$ cat config.mk
export PLATFORM = sky130hd
export DESIGN_NAME = vcss_cdc_fifo_dst_channel
export DESIGN_NICKNAME = d
export VERILOG_FILES = /design/src/rtl/vcss_cdc_fifo_dst_channel.sv
export SDC_FILE = /design/constraint.sdc
export NUM_CORES = 1
export LEC_CHECK = 0
export BUFFER_PORTS_ARGS = -buffer_cell sky130_fd_sc_hd__buf_2
export CORE_AREA = 2 2 86 88
export DETAILED_ROUTE_END_ITERATION = 8
export DIE_AREA = 0 0 88 90
export GPL_TIMING_DRIVEN = 0
export PLACE_DENSITY = 0.68
export SKIP_LAST_GASP = 1
export SYNTH_ARGS = -nofsm -noshare
export SYNTH_HDL_FRONTEND = slang
export SYNTH_SLANG_ARGS = --single-unit
$ cat constraint.sdc
create_clock -name clk_i -period 1.3 [get_ports clk_i]
set_input_delay 0.065 -clock clk_i [delete_from_list [all_inputs] [get_ports clk_i]]
set_output_delay 0.065 -clock clk_i [all_outputs]
set_load 0.005 [all_outputs]
$ cat src/rtl/vcss_cdc_fifo_dst_channel.sv
// -----------------------------------------------------------------------------
// vcss_cdc_fifo_dst_channel
//
// Destination (read) half of one gray-pointer asynchronous FIFO channel of the
// vcss AXI CDC link. It lives in the vcss clock domain. It synchronises the
// source's gray write pointer and reads entries straight out of the storage
// array held by the source half. Entries are presented as a valid/ready
// stream, and a registered gray read pointer is returned to the source half.
//
// Parameters
//   WIDTH        payload bits per entry
//   LOG_DEPTH    log2 of FIFO depth; pointers are LOG_DEPTH+1 bits
//   SYNC_STAGES  synchroniser flops on the incoming write pointer (>= 2)
//
// Ports
//   clk_i                destination-domain clock
//   rst_ni               asynchronous active-low reset
//   async_data_i         source storage array, entry n = [n*WIDTH +: WIDTH]
//   async_wr_ptr_gray_i  source write pointer (gray, source clock domain)
//   async_rd_ptr_gray_o  read pointer (gray), straight from a flop
//   dst_data_o           head entry payload (meaningful while dst_valid_o)
//   dst_valid_o          head entry available
//   dst_ready_i          consumer accepts head entry
//   dst_level_o          occupancy seen by this side
//
// Optional feature: define VCSS_CDC_DST_LEVEL_EN to build the registered
// occupancy output. Without it, dst_level_o is tied to zero and no
// gray-to-binary or subtractor logic is built.
// -----------------------------------------------------------------------------
module vcss_cdc_fifo_dst_channel #(
  parameter int WIDTH       = 71,
  parameter int LOG_DEPTH   = 1,
  parameter int SYNC_STAGES = 2
) (
  input  logic                            clk_i,
  input  logic                            rst_ni,
  input  logic [(2**LOG_DEPTH)*WIDTH-1:0] async_data_i,
  input  logic [LOG_DEPTH:0]              async_wr_ptr_gray_i,
  output logic [LOG_DEPTH:0]              async_rd_ptr_gray_o,
  output logic [WIDTH-1:0]                dst_data_o,
  output logic                            dst_valid_o,
  input  logic                            dst_ready_i,
  output logic [LOG_DEPTH:0]              dst_level_o
);

  localparam int DEPTH = 2**LOG_DEPTH;
  localparam int PW    = LOG_DEPTH + 1;

  function automatic logic [PW-1:0] bin2gray(input logic [PW-1:0] b);
    return b ^ (b >> 1);
  endfunction

  logic [PW-1:0]    wr_gray_sync [SYNC_STAGES];
  logic [PW-1:0]    wr_gray_s;
  logic [PW-1:0]    rd_ptr_bin;
  logic [PW-1:0]    rd_ptr_bin_next;
  logic             pop;
  logic [WIDTH-1:0] entries [DEPTH];

  // ---- synchroniser: the raw cross-domain pointer lands directly on flop 0
  always_ff @(posedge clk_i or negedge rst_ni) begin
    if (!rst_ni) begin
      for (int i = 0; i < SYNC_STAGES; i++) wr_gray_sync[i] <= '0;
    end else begin
      wr_gray_sync[0] <= async_wr_ptr_gray_i;
      for (int i = 1; i < SYNC_STAGES; i++) wr_gray_sync[i] <= wr_gray_sync[i-1];
    end
  end

  assign wr_gray_s = wr_gray_sync[SYNC_STAGES-1];

  // Both operands are registers, so valid never depends on ready.
  assign dst_valid_o     = (wr_gray_s != async_rd_ptr_gray_o);
  assign pop             = dst_valid_o & dst_ready_i;
  assign rd_ptr_bin_next = pop ? (rd_ptr_bin + PW'(1)) : rd_ptr_bin;

  // ---- read pointer: binary copy for addressing, gray copy for the source half
  always_ff @(posedge clk_i or negedge rst_ni) begin
    if (!rst_ni) begin
      rd_ptr_bin          <= '0;
      async_rd_ptr_gray_o <= '0;
    end else if (pop) begin
      rd_ptr_bin          <= rd_ptr_bin_next;
      async_rd_ptr_gray_o <= bin2gray(rd_ptr_bin_next);
    end
  end

  for (genvar n = 0; n < DEPTH; n++) begin : g_entry
    assign entries[n] = async_data_i[n*WIDTH +: WIDTH];
  end

  // The MSB of the pointer only separates full from empty; the low bits address.
  assign dst_data_o = entries[rd_ptr_bin[LOG_DEPTH-1:0]];

`ifdef VCSS_CDC_DST_LEVEL_EN
  function automatic logic [PW-1:0] gray2bin(input logic [PW-1:0] g);
    logic [PW-1:0] b;
    b[PW-1] = g[PW-1];
    for (int i = PW - 2; i >= 0; i--) b[i] = b[i+1] ^ g[i];
    return b;
  endfunction

  // ---- occupancy: uses the post-pop pointer so it reflects this cycle's read
  always_ff @(posedge clk_i or negedge rst_ni) begin
    if (!rst_ni) dst_level_o <= '0;
    else         dst_level_o <= gray2bin(wr_gray_s) - rd_ptr_bin_next;
  end
`else
  assign dst_level_o = '0;
`endif

endmodule

==> metrics.md, run 1 <==
| Metric | Value |
|---|---|
| Status | finished with violations |
| Failing checks | negative setup slack |
| DR vias | 1718 |
| Final HPWL DP | 4969 um |
| Routed WL per cell | approximately 13 um |
| Sequential element share of the synthesized area | 12.56% |
| Clk_skew | 0.0006548 ns |
| Netlist Area Pre-Place | 0.001395 mm^2 |
| Slowest cell on crit path | dfrtp_1 |
| Post-Synth XOR/XNOR Area | under 10% |
| Period utilization | 111.6% |
| Cell taking the most area after synthesis | mux2_4 |
| Largest family of logic cells by synthesized area | multiplexers |
| Synth warn | 0 |
| Global Route met3 Usage | 1.194% |
| Post-layout minimum cycle time | 1.450 ns |
| Hold WC Path Type | input pin to flop |
| PD cells | ~1600 mW/mm^2 |
| Max-slew violations | 0 |
| Total Power Consumption | 4624 uW |
| Final nets | 484 |
| Global-route wire length before repair | 7728 um |
| Hold WS | between 0.09 and 0.1 ns |
| Inst Count DP | 425 |
| Flops & latches, synth | 7 |
| Port Buf Inserts | between 200 and 250 |
| Clk root buf | clkbuf_8 |
| Initial Util | 19.87% |
| Place WS | between 0.02 and 0.025 ns |
| Combinational share of power | 85.6% |
| Vias in the first global route | approximately 1600 |
| Simple-Gate Fraction of Synth Area | 1.704% |
| Detail-routed via count per cell | just under 4 |
| Grt met2 use | approximately 23% |
| Reg-to-reg slack, setup | roughly 0.20 ns |
| Int Pwr | 3024 uW |
| Sequential share of power | 7.4% |
| Fillers | 697 |
| RSZ-0062 raised after global routing | true |
| Die H | 90 um |
| Avg Inst Size Synth | 13.29 um^2 |
| Post-synthesis mux area share | between 70 and 80% |
| Reg clk slew, reported paths | 0.04 ns |
| Share of cells above drive strength 1 | 91.96% |
| Max Cap Viol | 0 |
| Cell family with most CP delay | buffers and inverters |
| Grt ovf | 0 |
| First-pass DRT Iterations | 4 |
| Arrival @ worst endpoint | 1.39 ns |
| Clock Latency Late Sink | 0.24 ns |
| Layout area overhead | 104.2% |
| WP data required | approximately 1.2 ns |
| Synth top area share | 61.35% |
| Worst setup margin | -0.1502 ns |
| CTS H-tree lvls | 1 |
| VDD IR max | 614.3 uV |
| Crit-path most repeated cell | buf_12 |
| # diodes | 0 |
| Worst stage delay on the critical path | about 0.40 ns |
| Largest net degree at the start of global routing | 11 |
| I/O pin cnt | 223 |
| Drt total wl | ~5700 um |
| Met1 GRT Util | ~15% |
| Gate Count Post-Synth | between 100 and 150 |
| Clock Sinks | 7 |
| CP Launch Type | flop |
| Buffers & Inverters on Critical Path | 3 |
| Maximum buffer depth of the clock tree | 2 |
| Leak | 0.001680 uW |
| Row count | 31 |
| CTS buffer count | 3 |
| Synth unique cells | 19 |
| Final setup viols | approximately 70 |
| Busiest layer in global routing | met2 |
| Post-Synth Adder-Cell Area | 0% |
| CTS tree | built |
| Critical path capture point type | primary output |
| DIE AREA | 0.007920 mm^2 |
| Routed Antenna Nets | 0 |
| Total track usage | 12.21% |
| Max Fclk | 0.6895 GHz |
| Fin cells | ~440 |
| Clock Power Share | 6.9% |
| Core area | 0.007020 mm^2 |
| Initial detailed-routing violation count | 20 |
| CP max FO | 10 |
| Die width | 88 um |
| Core Util, Final | 40.58% |
| Psw | roughly 1600 uW |
| Antenna violations before repair | 0 |
| Sw Ratio | about 35% |
| DRC | 0 |
| Compound-gate portion of the synthesized area | 3.318% |
| Final Hold Viols | 0 |
| GPL Wtd Cong | 0.7388 |
| Crit path cell chain | buf_12, buf_12, mux2_4, buf_2 |
| WS Path Type | flop to primary output |
| Ranking of synthesized cells by area | mux2_4 (61%), dfrtp_1 (13%), mux2_2 (8.1%), buf_6 (4.8%), mux2_1 (3.2%) |
## flip-flops by register name, summed over array words and instances (netlist names)
register             count
wr_gray_s                2
async_rd_ptr_gray_o      2
wr_gray_sync             2
rd_ptr_bin               1
## cell usage in the layout (no fill, tap or decap), drive strengths merged
master,instances
conb,2
a21oi,2
dfrtp,7
a41oi,1
o21ai,1
a21boi,1
inv,1
xor2,1
buf,233
mux2,71
nand2,3
or2,1
nor2b,1
dlygate4sd3,3
clkbuf,5
a22oi,1
xnor2,2
## through the flow
stage | TNS [ns] | area [um^2]
floorplan | 0 | 1399
global placement | 0 | 2624
detailed placement | 0 | 2624
CTS | -9.908 | 2771
global route | -11.61 | 2849
finish | -9.033 | 2849
## timing repair
item	in CTS	in global routing
pin swaps	0	0
resized for setup	15	11
cloned	0	1
hold endpoints to repair	9	0
setup buffers	1	1
setup endpoints to repair	71	72
hold buffers	3	0
## cells by family after synthesis
kind of cell              Yosys count
AOI/OAI and AO/OA                   6
other                               1
buffers and inverters              12
muxes                              71
xor gates and xnor gates            3
and+or+nand+nor                     5
DFF                                 7
## layout make-up
class | count | area, um^2 | area share, %
Timing Repair Buffer | 226 | 1187 | 41.68
Multi-Input combinational cell | 87 | 1136 | 39.88
Buffer | 11 | 177.7 | 6.236
Sequential cell | 7 | 175.2 | 6.148
Tap cell | 99 | 123.9 | 4.348
Clock buffer | 4 | 45.04 | 1.581
Inverter | 1 | 3.754 | 0.1318
## synthesized netlist by cell type
master     n
mux2_4    57
mux2_2    10
dfrtp_1    7
buf_6      6
buf_4      4
mux2_1     4
nand2_1    3
a21oi_1    2
xnor2_1    2
a21boi_1   1
a22oi_1    1
a41oi_2    1
buf_2      1
conb_1     1
inv_1      1
nor2b_1    1
o21ai_1    1
or2_1      1
xor2_1     1
## worst paths after layout
kind | startpoint | endpoint | cells past startpoint
worst min-delay path | dst_ready_i | async_rd_ptr_gray_o[1]$_DFFE_PN0P_ | 2
min in group asynchronous | rst_ni | wr_gray_sync[2]$_DFF_PN0_ | 2
worst min register to register | wr_gray_sync[2]$_DFF_PN0_ | wr_gray_s[0]$_DFF_PN0_ | 0
worst max register to register | async_rd_ptr_gray_o[0]$_DFFE_PN0P_ | async_rd_ptr_gray_o[1]$_DFFE_PN0P_ | 3
max in group asynchronous | rst_ni | wr_gray_s[1]$_DFF_PN0_ | 2
worst max-delay path | rd_ptr_bin[0]$_DFFE_PN0P_ | dst_data_o[53] | 4
## power groups by stage
stage               clock, uW  sequential (uW)  combinational, uW
global route              338              351               4210
detailed placement          0              332               3490
CTS                       328              338               3790
global placement            0              329               3460
finish                    321              343               3960
floorplan                   0              321               2310
## per-layer routing
layer  wire [um]  vias up
met4          34        0
met2        2875      103
li1            -      846
met3         476        3
met1        2292      766
met5           0        -
(Power assumes the default switching activity.)
==> run 2, diff against run 1 <==
PLACE_DENSITY = default   (was 0.68)
==> metrics.md, run 2 (synthesis gave the netlist of run 1 again) <==
| Metric | Value |
|---|---|
| Initial detailed-routing violation count | 29 (was 20) |
| Most common cell after layout, fill and taps aside | buf_2 (unchanged) |
| Slowest cell on crit path | dfrtp_1 (unchanged) |
| WP data required | 1.24 ns (about the same) |
| Port Buf Inserts | 220 (unchanged) |
| Post-layout minimum cycle time | 1.451 ns (was 1.450 ns) |
| GPL Wtd Cong | 0.7183 (was 0.7388) |
| Final nets | 484 (unchanged) |
| CP Launch Type | flop (unchanged) |
| Arrival @ worst endpoint | 1.39 ns (about the same) |
| Sequential share of power | 7.8% (was 7.4%) |
| Global-route wire length before repair | 8107 um (was 7728 um) |
| Period utilization | 111.6% (about the same) |
| Row count | 31 (unchanged) |
| Clock Latency Late Sink | 0.22 ns (was 0.24 ns) |
| Crit path cell chain | buf_12, buf_4, mux2_1, buf_2 (was buf_12, buf_12, mux2_4, buf_2) |
| Clock Power Share | 6.7% (was 6.9%) |
| Reg clk slew, reported paths | 0.04 ns (about the same) |
| Leak | 0.001649 uW (was 0.001680 uW) |
| Hold WC Path Type | input pin to flop (unchanged) |
| Fin cells | 435 (unchanged) |
| DIE AREA | 0.007920 mm^2 (unchanged) |
| Clk_skew | 0.0008492 ns (was 0.0006548 ns) |
| RSZ-0062 raised after global routing | true (unchanged) |
| Drt total wl | 5893 um (was 5678 um) |
| Cell area after layout | 0.002789 mm^2 (was 0.002849 mm^2) |
| Status | finished with violations (unchanged) |
| Combinational share of power | 85.6% (about the same) |
| PD cells | 1588 mW/mm^2 (was 1623 mW/mm^2) |
| Final HPWL DP | 5104 um (was 4969 um) |
| WS Path Type | flop to primary output (unchanged) |
| Antenna violations before repair | 0 (unchanged) |
| Inst Count DP | 425 (unchanged) |
| Max Fclk | 0.6891 GHz (was 0.6895 GHz) |
| Grt ovf | 0 (unchanged) |
| Core area | 0.007020 mm^2 (unchanged) |
| CTS buffer count | 3 (unchanged) |
| Die H | 90 um (unchanged) |
| Routed WL per cell | 13.55 um (was 13.05 um) |
| Final Hold Viols | 0 (unchanged) |
| Max-slew violations | 0 (unchanged) |
| Worst stage delay on the critical path | 0.40 ns (about the same) |
| Cell family with most CP delay | buffers and inverters (unchanged) |
| Commonest non-fill, non-tap cells in the layout | buf_2 (220), mux2_4 (57), mux2_2 (10) (was buf_2 (218), mux2_4 (60), mux2_2 (10)) |
| Psw | 1569 uW (was 1600 uW) |
| CTS tree | built (unchanged) |
| Initial Util | 19.87% (unchanged) |
| DP Area | 0.002624 mm^2 (unchanged) |
| Sw Ratio | 35.44% (was 34.60%) |
| Maximum buffer depth of the clock tree | 2 (unchanged) |
| Clock Sinks | 7 (unchanged) |
| Vias in the first global route | 1640 (was 1638) |
| # diodes | 0 (unchanged) |
| I/O pin cnt | 223 (unchanged) |
| Failing checks | negative setup slack (unchanged) |
| VDD IR max | 1127 uV (was 614.3 uV) |
| Critical path capture point type | primary output (unchanged) |
| Buffers & Inverters on Critical Path | 3 (unchanged) |
| DRC | 0 (unchanged) |
| Largest net degree at the start of global routing | 11 (unchanged) |
| Routed Antenna Nets | 0 (unchanged) |
| Worst setup margin | -0.1511 ns (was -0.1502 ns) |
| Int Pwr | 2859 uW (was 3024 uW) |
| Layout area overhead | 99.91% (was 104.2%) |
| DR vias | 1710 (was 1718) |
| Clk root buf | clkbuf_8 (unchanged) |
| CP max FO | 9 (was 10) |
| Detail-routed via count per cell | 3.931 (was 3.949) |
| Die width | 88 um (unchanged) |
| CTS H-tree lvls | 1 (unchanged) |
| Final setup viols | 71 (unchanged) |
| Share of cells above drive strength 1 | 91.07% (was 91.96%) |
| Total Power Consumption | 4428 uW (was 4624 uW) |
| First-pass DRT Iterations | 4 (unchanged) |
| Total track usage | 12.73% (was 12.21%) |
| Max Cap Viol | 0 (unchanged) |
run 2: changes by cell type in the layout (fill, tap and decap cells not counted), sizes merged:
cell / previous run / this run
buf: 233 / 234
clkbuf: 5 / 4
run 2: routing by layer:
layer / wire length, um / GRT usage (%) / vias up
li1: - / - / 841
met1: 2369 / 15.76 / 781
met5: 0 / 0 / -
met3: 535 / 2.571 / 0
met2: 2988 / 23.30 / 88
met4: 0 / 0.7692 / 0
run 2: worst paths after layout:
| kind | depth (start not counted) | to | slack (ns) | from |
|---|---|---|---|---|
| worst max-delay path | 4 | dst_data_o[70] | -0.15 | rd_ptr_bin[0]$_DFFE_PN0P_ |
| worst max register to register | 3 | async_rd_ptr_gray_o[1]$_DFFE_PN0P_ | 0.22 | async_rd_ptr_gray_o[0]$_DFFE_PN0P_ |
| max in group asynchronous | 2 | wr_gray_sync[3]$_DFF_PN0_ | 0.93 | rst_ni |
| worst min register to register | 0 | wr_gray_s[1]$_DFF_PN0_ | 0.35 | wr_gray_sync[3]$_DFF_PN0_ |
| worst min-delay path | 2 | async_rd_ptr_gray_o[1]$_DFFE_PN0P_ | 0.12 | dst_ready_i |
| min in group asynchronous | 2 | wr_gray_s[1]$_DFF_PN0_ | 0.22 | rst_ni |
run 2: power by group through the flow:
stage / registers, uW / clock network, uW / logic [uW]
3_3_place_gp: 329 / 0 / 3480
5_1_grt: 355 / 328 / 4020
3_5_place_dp: 332 / 0 / 3490
2_1_floorplan: 321 / 0 / 2310
6_report: 343 / 296 / 3790
4_1_cts: 339 / 306 / 3830
run 2: stage by stage:
step	util, %	TNS, ns	hold slack, ns	setup WS, ns
finish	39.73	-8.298	0.1150	-0.1511
global route	39.73	-12.03	0.1266	-0.1988
CTS	39.62	-9.243	0.1124	-0.1583
detailed placement	37.37	0	-0.09311	0.01297
global placement	37.37	0	-0.1010	0.01503
floorplan	-	0	-0.2306	0.2559
run 2: cell type report:
class / instances / area (um^2)
sequential: 7 / 175.2
inverter: 1 / 3.754
fill: 686 / 4232
tap: 99 / 123.9
multi-input combinational: 87 / 1125
clock buffer: 4 / 45.04
timing repair buffer: 226 / 1157
buffer: 11 / 158.9
run 2: worst reg2reg max path, stage by stage, from the launching register on:
cell and delay [ns]:
dfrtp_1 0.42, xnor2_2 0.18, or2_1 0.23, a41oi_2 0.16
run 2: repair_timing:
action | CTS | global route
setup endpoints to repair | 71 | 72
hold buffers | 3 | 0
gates cloned | 1 | 0
resized for setup | 16 | 1
buffers inserted | 2 | 0
endpoints found under the hold margin | 9 | 0
==> run 3, diff against run 2 <==
PLACE_DENSITY = 0.59   (was default)
clock period = 1.63 ns   (was 1.3 ns; I/O delays follow)
==> metrics.md, run 3 (synthesis gave the netlist of run 1 again) <==
| Metric | Value |
|---|---|
| Cell area after layout | 0.002699 mm^2 (was 0.002789 mm^2) |
| Port Buf Inserts | 220 (unchanged) |
| VDD IR max | 543.1 uV (was 1127 uV) |
| CP max FO | 10 (was 9) |
| Worst stage delay on the critical path | 0.33 ns (was 0.40 ns) |
| Critical path capture point type | primary output (unchanged) |
| Psw | 1180 uW (was 1569 uW) |
| RSZ-0062 raised after global routing | false (was true) |
| CTS buffer count | 3 (unchanged) |
| Clock Latency Late Sink | 0.22 ns (about the same) |
| Post-layout minimum cycle time | 1.538 ns |
| Final nets | 481 (was 484) |
| Period utilization | 94.36% |
| I/O pin cnt | 223 (unchanged) |
| Clock Power Share | 7.4% (was 6.7%) |
| Reg2Reg Depth | 3 (unchanged) |
| Initial Util | 19.87% (unchanged) |
| Int Pwr | 2067 uW (was 2859 uW) |
| Die H | 90 um (unchanged) |
| GPL Wtd Cong | 0.7541 (was 0.7183) |
| CP Launch Type | flop (unchanged) |
| CTS H-tree lvls | 1 (unchanged) |
| Max-slew violations | 0 (unchanged) |
| Combinational share of power | 84.5% (was 85.6%) |
| WS Path Type | flop to primary output (unchanged) |
| Reg-to-Reg End | async_rd_ptr_gray_o[1]$_DFFE_PN0P_ (unchanged) |
| Final HPWL DP | 4862 um (was 5104 um) |
| Largest net degree at the start of global routing | 11 (unchanged) |
| Layout area overhead | 93.45% (was 99.91%) |
| Commonest non-fill, non-tap cells in the layout | buf_2 (221), mux2_4 (57), mux2_2 (10) (was buf_2 (220), mux2_4 (57), mux2_2 (10)) |
| Detail-routed via count per cell | 3.910 (was 3.931) |
| Core area | 0.007020 mm^2 (unchanged) |
| Grt ovf | 0 (unchanged) |
| WP data required | 1.55 ns (was 1.24 ns) |
| Leak | 0.001606 uW (was 0.001649 uW) |
| Routed WL per cell | 12.86 um (was 13.55 um) |
| Die width | 88 um (unchanged) |
| First-pass DRT Iterations | 4 (unchanged) |
| DP Area | 0.002624 mm^2 (unchanged) |
| Final setup viols | 0 (was 71) |
| # diodes | 0 (unchanged) |
| RR Startpoint | async_rd_ptr_gray_o[0]$_DFFE_PN0P_ (unchanged) |
| Sequential share of power | 8.1% (was 7.8%) |
| CTS tree | built (unchanged) |
| Vias in the first global route | 1613 (was 1640) |
| Worst setup path endpoint | dst_data_o[25] (was dst_data_o[70]) |
| Clk root buf | clkbuf_8 (unchanged) |
| Antenna violations before repair | 0 (unchanged) |
| Hold WC Path Type | input pin to flop (unchanged) |
| Max Fclk | 0.6502 GHz |
| Setup TNS | 0 ns (was -8.298 ns) |
| Post-cts gate resize count | 0 (was 16) |
| Routed Antenna Nets | 0 (unchanged) |
| Final Hold Viols | 0 (unchanged) |
| Initial detailed-routing violation count | 17 (was 29) |
| Most common cell after layout, fill and taps aside | buf_2 (unchanged) |
| Clock Sinks | 7 (unchanged) |
| Reg clk slew, reported paths | 0.04 ns (about the same) |
| Crit path cell chain | buf_4, buf_6, mux2_4, buf_2 (was buf_12, buf_4, mux2_1, buf_2) |
| Reg-to-reg slack, setup | 0.52 ns (was 0.22 ns) |
| DR vias | 1689 (was 1710) |
| Crit path from | rd_ptr_bin[0]$_DFFE_PN0P_ (unchanged) |
| Arrival @ worst endpoint | 1.46 ns (was 1.39 ns) |
| PD cells | 1203 mW/mm^2 (was 1588 mW/mm^2) |
| Row count | 31 (unchanged) |
| Global-route wire length before repair | 7679 um (was 8107 um) |
| Total track usage | 11.98% (was 12.73%) |
| Maximum buffer depth of the clock tree | 2 (unchanged) |
| Sw Ratio | 36.33% (was 35.44%) |
| Clk_skew | 0.002502 ns (was 0.0008492 ns) |
| Status | completed (was finished with violations) |
| DIE AREA | 0.007920 mm^2 (unchanged) |
| Slowest cell on crit path | dfrtp_1 (unchanged) |
| Drt total wl | 5554 um (was 5893 um) |
| DRC | 0 (unchanged) |
| Max Cap Viol | 0 (unchanged) |
| Share of cells above drive strength 1 | 90.69% (was 91.07%) |
==> run 3: cell count changes in the layout (fill, tap and decap cells not counted), sizes merged <==
cell	change
buf	-3
==> run 3: power groups by stage <==
stage | clock, uW | combinational (uW) | sequential [uW]
2_1_floorplan | 0 | 1840 | 256
3_3_place_gp | 0 | 2750 | 263
3_5_place_dp | 0 | 2770 | 263
4_1_cts | 249 | 2790 | 262
5_1_grt | 256 | 2950 | 272
6_report | 241 | 2740 | 262
==> run 3: timing repair <==
action,4_1_cts,5_1_grt
hold buffers,3,0
hold endpoints to repair,9,0
setup buffers,0,0
==> run 3: layout make-up <==
cell class,count,area [um^2]
buffer,11,102.6
clock buffer,4,45.04
fill,702,4322
inverter,1,3.754
multi-input combinational,87,1117
sequential,7,175.2
tap,99,123.9
timing repair buffer,223,1131
==> run 3: worst max-delay path: cells and delay by family (launching register included) <==
kind	cells	cell delay, ns
buf+inv	3	0.58
flops	1	0.33
mux	1	0.31
==> run 3: per-stage QoR <==
| stage | power, uW | setup WS (ns) | std cells | utilization (%) | hold WS, ns |
|---|---|---|---|---|---|
| 2_1_floorplan | 2098 | 0.5694 | 106 | - | -0.2141 |
| 3_3_place_gp | 3017 | 0.3065 | 425 | 37.37 | -0.08420 |
| 3_5_place_dp | 3036 | 0.2900 | 425 | 37.37 | -0.07869 |
| 4_1_cts | 3304 | 0.04551 | 432 | 38.44 | 0.1338 |
| 5_1_grt | 3475 | 0.01874 | 432 | 38.44 | 0.1609 |
| 6_report | 3247 | 0.09192 | 432 | 38.44 | 0.1337 |
==> run 3: per-layer routing <==
layer / global-route usage, % / vias up / wire (um)
li1: - / 836 / -
met1: 13.52 / 760 / 2102
met2: 23.61 / 93 / 2976
met3: 1.561 / 0 / 475
met4: 1.538 / 0 / 0
met5: 0 / - / 0
==> run 3: worst min-delay path by stage <==
stage | start | cells past startpoint | end
after detailed placement | rst_ni | 1 | async_rd_ptr_gray_o[1]$_DFFE_PN0P_
after global routing | dst_ready_i | 2 | async_rd_ptr_gray_o[1]$_DFFE_PN0P_
final | dst_ready_i | 2 | async_rd_ptr_gray_o[1]$_DFFE_PN0P_
after CTS | dst_ready_i | 2 | async_rd_ptr_gray_o[1]$_DFFE_PN0P_
after global placement | rst_ni | 1 | async_rd_ptr_gray_o[1]$_DFFE_PN0P_
after floorplan | rst_ni | 0 | async_rd_ptr_gray_o[0]$_DFFE_PN0P_
